==> src/rtl/rnn_seq_pkg.sv <==
// rtl/rnn_seq_pkg.sv - shared state encoding and data width for the RNN job sequencer
package rnn_seq_pkg;

  localparam int XDATA_W = 32;

  typedef enum logic [2:0] {
    S_IDLE  = 3'd0,
    S_RST   = 3'd1,
    S_KICK  = 3'd2,
    S_RUN   = 3'd3,
    S_ABORT = 3'd4,
    S_DONE  = 3'd5
  } seq_state_e;

  function automatic logic [31:0] sat_inc32(input logic [31:0] v);
    return (v == 32'hFFFF_FFFF) ? v : v + 32'd1;
  endfunction

endpackage

==> src/rtl/rnn_seq_fifo.sv <==
// rtl/rnn_seq_fifo.sv - input-vector FIFO with push/pop/flush and count-based level
module rnn_seq_fifo #(
  parameter int DEPTH = 8,
  parameter int W     = 32
) (
  input  logic                   clk,
  input  logic                   rst,
  input  logic                   push,
  input  logic                   pop,
  input  logic                   flush,
  input  logic [W-1:0]           din,
  output logic [W-1:0]           head,
  output logic [$clog2(DEPTH):0] level,
  output logic                   full,
  output logic                   empty
);

  localparam int AW = $clog2(DEPTH);
  localparam int LW = AW + 1;

  logic [W-1:0]  mem_q [DEPTH];
  logic [AW-1:0] rd_q, rd_d, wr_q, wr_d;
  logic [LW-1:0] cnt_q, cnt_d;
  logic          do_push, do_pop;

  // Full refuses a push even when a pop frees a slot on the same edge.
  assign full    = (cnt_q == LW'(DEPTH));
  assign empty   = (cnt_q == '0);
  assign do_push = push && !full && !flush;
  assign do_pop  = pop && !empty && !flush;
  assign head    = mem_q[rd_q];
  assign level   = cnt_q;

  always_comb begin
    rd_d  = rd_q;
    wr_d  = wr_q;
    cnt_d = cnt_q;
    if (flush) begin
      rd_d  = '0;
      wr_d  = '0;
      cnt_d = '0;
    end else begin
      if (do_push) wr_d = wr_q + AW'(1);
      if (do_pop)  rd_d = rd_q + AW'(1);
      cnt_d = cnt_q + LW'(do_push) - LW'(do_pop);
    end
  end

  always_ff @(posedge clk or posedge rst) begin
    if (rst) begin
      rd_q  <= '0;
      wr_q  <= '0;
      cnt_q <= '0;
    end else begin
      rd_q  <= rd_d;
      wr_q  <= wr_d;
      cnt_q <= cnt_d;
    end
  end

  always_ff @(posedge clk) begin
    if (do_push) mem_q[wr_q] <= din;
  end

endmodule

==> src/rtl/rnn_job_sequencer.sv <==
// rtl/rnn_job_sequencer.sv - run-level controller for the RNN core (arm, feed, watchdog, done)
// RNN_SEQ_PERF_EN adds the run_cycles port and its saturating counter.
module rnn_job_sequencer
  import rnn_seq_pkg::*;
#(
  parameter int FIFO_DEPTH = 8,
  parameter int TS_W       = 20,
  parameter int TIMEOUT_W  = 16
) (
  input  logic                        clk,
  input  logic                        reset,
  input  logic                        start,
  input  logic [TS_W-1:0]             cfg_steps,
  input  logic                        abort,
  input  logic                        in_valid,
  output logic                        in_ready,
  input  logic [XDATA_W-1:0]          in_data,
  output logic                        core_rst,
  output logic                        core_ready,
  input  logic                        core_busy,
  input  logic                        core_i_en,
  output logic [XDATA_W-1:0]          core_idata,
  output logic                        done,
  output logic                        err_underflow,
  output logic                        err_timeout,
  output logic [2:0]                  state_o,
  output logic [$clog2(FIFO_DEPTH):0] fifo_level
`ifdef RNN_SEQ_PERF_EN
  ,
  output logic [31:0]                 run_cycles
`endif
);

  // Last watchdog value before expiry: 2**TIMEOUT_W-1 idle RUN cycles in total.
  localparam logic [TIMEOUT_W-1:0] WD_LAST = ~TIMEOUT_W'(1);

  seq_state_e           state_q, state_d;
  logic [TS_W-1:0]      steps_q, steps_d, popped_q, popped_d;
  logic [TIMEOUT_W-1:0] wdog_q, wdog_d;
  logic                 uf_q, uf_d, to_q, to_d;
  logic                 fifo_push, fifo_pop, fifo_flush, fifo_full, fifo_empty;
  logic [XDATA_W-1:0]   fifo_head;
  logic                 want_word;

  assign want_word     = (popped_q != steps_q);
  assign in_ready      = !fifo_full;
  assign fifo_push     = in_valid && !fifo_full && (state_q != S_ABORT);
  assign core_idata    = (state_q == S_RUN && want_word && !fifo_empty) ? fifo_head : '0;
  assign err_underflow = uf_q;
  assign err_timeout   = to_q;
  assign state_o       = state_q;

  rnn_seq_fifo #(.DEPTH(FIFO_DEPTH), .W(XDATA_W)) u_fifo (
    .clk   (clk),
    .rst   (reset),
    .push  (fifo_push),
    .pop   (fifo_pop),
    .flush (fifo_flush),
    .din   (in_data),
    .head  (fifo_head),
    .level (fifo_level),
    .full  (fifo_full),
    .empty (fifo_empty)
  );

  always_comb begin
    state_d    = state_q;
    steps_d    = steps_q;
    popped_d   = popped_q;
    wdog_d     = '0;
    uf_d       = uf_q;
    to_d       = to_q;
    fifo_pop   = 1'b0;
    fifo_flush = 1'b0;
    core_rst   = 1'b0;
    core_ready = 1'b0;
    done       = 1'b0;
    case (state_q)
      S_IDLE: begin
        if (start) begin
          if (cfg_steps != '0) begin
            steps_d  = cfg_steps;
            popped_d = '0;
            uf_d     = 1'b0;
            to_d     = 1'b0;
            state_d  = S_RST;
          end else begin
            state_d = S_DONE;
          end
        end
      end
      S_RST: begin
        core_rst = 1'b1;
        state_d  = abort ? S_ABORT : S_KICK;
      end
      S_KICK: begin
        core_ready = 1'b1;
        if (abort)          state_d = S_ABORT;
        else if (core_busy) state_d = S_RUN;
      end
      S_RUN: begin
        if (abort) begin
          state_d = S_ABORT;
        end else begin
          // The i_en beyond the configured step count is the core's dummy fetch.
          if (core_i_en && want_word) begin
            if (!fifo_empty) begin
              fifo_pop = 1'b1;
              popped_d = popped_q + TS_W'(1);
            end else begin
              uf_d = 1'b1;
            end
          end
          wdog_d = core_i_en ? '0 : wdog_q + TIMEOUT_W'(1);
          if (!core_busy) begin
            state_d = S_DONE;
          end else if (!core_i_en && wdog_q == WD_LAST) begin
            to_d    = 1'b1;
            state_d = S_ABORT;
          end
        end
      end
      S_ABORT: begin
        core_rst   = 1'b1;
        fifo_flush = 1'b1;
        state_d    = S_DONE;
      end
      S_DONE: begin
        done    = 1'b1;
        state_d = S_IDLE;
      end
      default: state_d = S_IDLE;
    endcase
  end

  always_ff @(posedge clk or posedge reset) begin
    if (reset) begin
      state_q  <= S_IDLE;
      steps_q  <= '0;
      popped_q <= '0;
      wdog_q   <= '0;
      uf_q     <= 1'b0;
      to_q     <= 1'b0;
    end else begin
      state_q  <= state_d;
      steps_q  <= steps_d;
      popped_q <= popped_d;
      wdog_q   <= wdog_d;
      uf_q     <= uf_d;
      to_q     <= to_d;
    end
  end

`ifdef RNN_SEQ_PERF_EN
  logic [31:0] run_cycles_q, run_cycles_d;

  // Counts every cycle spent between RST entry and DONE entry; zero-step jobs leave it alone.
  always_comb begin
    run_cycles_d = run_cycles_q;
    if (state_q == S_IDLE && state_d == S_RST)
      run_cycles_d = '0;
    else if (state_q inside {S_RST, S_KICK, S_RUN, S_ABORT})
      run_cycles_d = sat_inc32(run_cycles_q);
  end

  always_ff @(posedge clk or posedge reset) begin
    if (reset) run_cycles_q <= '0;
    else       run_cycles_q <= run_cycles_d;
  end

  assign run_cycles = run_cycles_q;
`endif

endmodule

==> config.mk <==
export PLATFORM = sky130hd
export DESIGN_NAME = rnn_job_sequencer
export DESIGN_NICKNAME = d
export VERILOG_FILES = /design/src/rtl/rnn_seq_pkg.sv /design/src/rtl/rnn_seq_fifo.sv /design/src/rtl/rnn_job_sequencer.sv
export SDC_FILE = /design/constraint.sdc
export NUM_CORES = 1
export LEC_CHECK = 0
export ABC_AREA = 1
export CAP_MARGIN = 0
export CORE_ASPECT_RATIO = 2
export CORE_MARGIN = 2
export CORE_UTILIZATION = 53
export DETAILED_ROUTE_END_ITERATION = 7
export PLACE_DENSITY_LB_ADDON = 0.2
export SETUP_SLACK_MARGIN = 0.2
export SYNTH_ARGS = -nofsm -noshare
export SYNTH_HDL_FRONTEND = slang
export SYNTH_SLANG_ARGS = --single-unit
==> constraint.sdc <==
create_clock -name clk -period 2.5 [get_ports clk]
set_input_delay 0.375 -clock clk [delete_from_list [all_inputs] [get_ports clk]]
set_output_delay 0.375 -clock clk [all_outputs]
set_load 0.05 [all_outputs]
==> run metrics <==
initial core utilization 0.536; setup violators final 35; CTS buffer count 28; Worst Path Arrival 2.35 ns; Req. time, crit path 2.12 ns; FF+latch count, synth 327; final hold violation count 0; FMAX 368 MHz; Inserted Diodes 0; Post-Synth Adder-Cell Area 0.0110; die height 236 um; worst-margin pin slew 0.537 ns; I/O pins 104; cell count after synthesis 1350; XOR/XNOR Fraction of Synth Area 0.00980; fin crit share 1.09; power per cell area 958 mW/mm^2; syn nets 1421; total gr overflow 0; post-synthesis mux area share 0; # DRC 0; Final Max Tran Viols 0; Final ANT Viol Nets 0; number of global-route vias before repair 10355; die footprint 0.0284 mm^2; post-DR wirelength/cell 18.1 um; met1 Resource Use GR 0.323; die width 120 um; DR vias 10348; crit end category output port; via/cell ratio 5.57; Synth Area in Simple Gates 0.181; drt first-iter violations 787; busiest grt layer met2; clk slew on worst S/H paths 0.07 ns; crit path kind flop to output port; worst clock skew 0.0191 ns; DP HPWL 19500 um; CP startpoint kind flop; H-tree Lvls 1; Post-Syn Area 0.0143 mm^2; min Tclk post-route 2.72 ns; number of synthesized flops with an enable pin 256; fraction of registers with async set/reset 0.217; complex-gate fraction of the synthesized area 0.0930; port bufs 103; Max-slew headroom 0.641; layout cells sized above 1 0.163; first-pass GRT wire length 54000 um; CORE AREA 0.0267 mm^2; Reg2Reg Depth 18; failing checks negative setup slack; total power 17.1 mW; synth warn 0; Max Cap Viol 0; initial antenna violation count 0; RR Startpoint popped_q[1]; largest net degree at the start of global routing 61; worst reg2reg path endpoint u_fifo.level[1]; FF-to-FF setup slack -0.16 ns; synth-to-layout area growth 24.6%; row cnt 85; leak pwr 6.72 nW; worst setup margin -0.221 ns; syn avg cell area 10.6 um^2; Overall Global Routing Usage 0.240; peak supply drop 0.858 mV; Fillers 2050; worst skew pair latency 0.58 ns; met2 GRT Util 0.404; post-synth cell types 44; first-pass iteration count of the detailed router 5; CTS root buffer clkbuf_16; global placement routability congestion 0.879; DRT Wirelength 33600 um; Worst Path Max Fanout 16; clock buffer depth 3; CTS tree built; RSZ-0062 raised after global routing yes; GR Util met3 0.0280; post-route cell area 0.0178 mm^2; Final nets 1560; main combinational cell family by area after synthesis simple AND/OR/NAND/NOR gates; most frequent cells in the layout nand2_1 (413), edfxtp_1 (256), nor2_1 (85); placed cell area 0.0162 mm^2; Hold-fix buffers, CTS 0; commonest non-fill, non-tap cell in the layout nand2_1; Hold Crit Class input pin to async pin; CTS sink cnt 327; outcome finished, violations left; Main synth FF type edfxtp_1; sequential area share after synthesis 0.662
[sequential cells by signal, summed over array words and instances, names as in the netlist, 3 cells and up]
| signal | count |
|---|---|
| state_o | 3 |
| u_fifo.level | 4 |
| u_fifo.mem_q | 256 |
| popped_q | 20 |
| wdog_q | 16 |
| u_fifo.rd_q | 3 |
| u_fifo.wr_q | 3 |
| steps_q | 20 |
[kinds of logic (layout without fill, tap and decap cells)]
group,count (synthesis),count (layout)
buffers and inverters,151,312
adder cells (fa/ha/maj),12,12
AO/OA/AOI/OAI,207,207
AND/OR/NAND/NOR,637,637
XOR/XNOR,16,16
flip-flops,327,327
[critical path, stage by stage, from the launching register on]
cell       delay [ns]
dfrtp_4          0.56
clkinv_8         0.12
bufbuf_16        0.29
nand2_1          0.07
a32o_1           0.23
nand2_1          0.06
o21ai_0          0.14
nor2_4           0.15
buf_8            0.15
[cells in the mapped netlist, types with 2 or more instances]
cell type	n	area share
xnor2_1	5	0.0031
edfxtp_1	256	0.54
nor2_2	2	0.00087
nand3_1	51	0.018
nand2_2	3	0.0013
xor2_1	11	0.0067
nand2_1	416	0.11
nand3_2	2	0.0014
nor3_1	11	0.0038
buf_4	3	0.0016
nor2_1	129	0.034
a21oi_1	74	0.026
nor3b_1	4	0.0021
inv_2	6	0.0016
nand4_1	10	0.0044
dfrtp_1	71	0.12
inv_1	77	0.020
buf_6	2	0.0016
o21ai_1	3	0.0010
clkbuf_2	2	0.00070
a32oi_1	31	0.019
buf_1	6	0.0016
buf_2	22	0.0077
ha_1	11	0.0096
o32ai_1	2	0.0012
o21ai_0	60	0.021
nand2_4	2	0.0016
clkbuf_1	32	0.0084
a32o_1	31	0.022
[final cells by class]
class                           instances  area (um^2)  share of cell area
Sequential cell                       327         9480               0.532
Multi-Input combinational cell        872         4530               0.254
Timing Repair Buffer                  176         2100               0.118
Clock buffer                           34          744              0.0418
Tap cell                              348          435              0.0244
Inverter                               84          330              0.0185
Clock inverter                         18          201              0.0113
[metrics by stage]
step	hold WS [ns]	setup WS (ns)	TNS, ns	cells	utilization
after floorplan	0.454	0.117	0	1350	-
after global placement	0.457	0.167	0	1780	0.606
after detailed placement	0.469	0.0869	0	1780	0.606
after CTS	0.179	-0.187	-5.53	1859	0.665
after global routing	0.219	-0.335	-10.49	1859	0.668
final	0.182	-0.221	-5.65	1859	0.668
[worst max-delay path by stage]
stage,startpoint,to,slack [ns],cells past startpoint
3_5_place_dp,popped_q[3],u_fifo.level[2],0.09,15
2_1_floorplan,u_fifo.level[2],u_fifo.mem_q[0][0],0.12,7
3_3_place_gp,popped_q[3],u_fifo.level[2],0.17,15
5_1_grt,popped_q[3],core_idata[0],-0.34,13
6_report,u_fifo.rd_q[0],core_idata[19],-0.22,8
4_1_cts,popped_q[8],core_idata[22],-0.19,13
[power breakdown]
group | leakage [nW] | internal [mW] | switching (mW)
logic | 3.02 | 2.04 | 3.57
registers | 3.25 | 6.72 | 0.326
clock network | 0.461 | 2.46 | 1.97
total | 6.72 | 11.2 | 5.87
[layer usage]
metal / vias up / routed length, um
met4: 0 / 811
met3: 63 / 1580
met2: 278 / 17000
met1: 5058 / 14200
met5: - / 0
li1: 4949 / -
[timing repair]
| item | in CTS | in global routing |
|---|---|---|
| setup buffers | 21 | 0 |
| gates cloned | 6 | 0 |
| gates resized for setup | 82 | 23 |
| endpoints found under the setup margin | 39 | 37 |
| pin swaps | 20 | 17 |
Power figures use the tool's default switching activity.
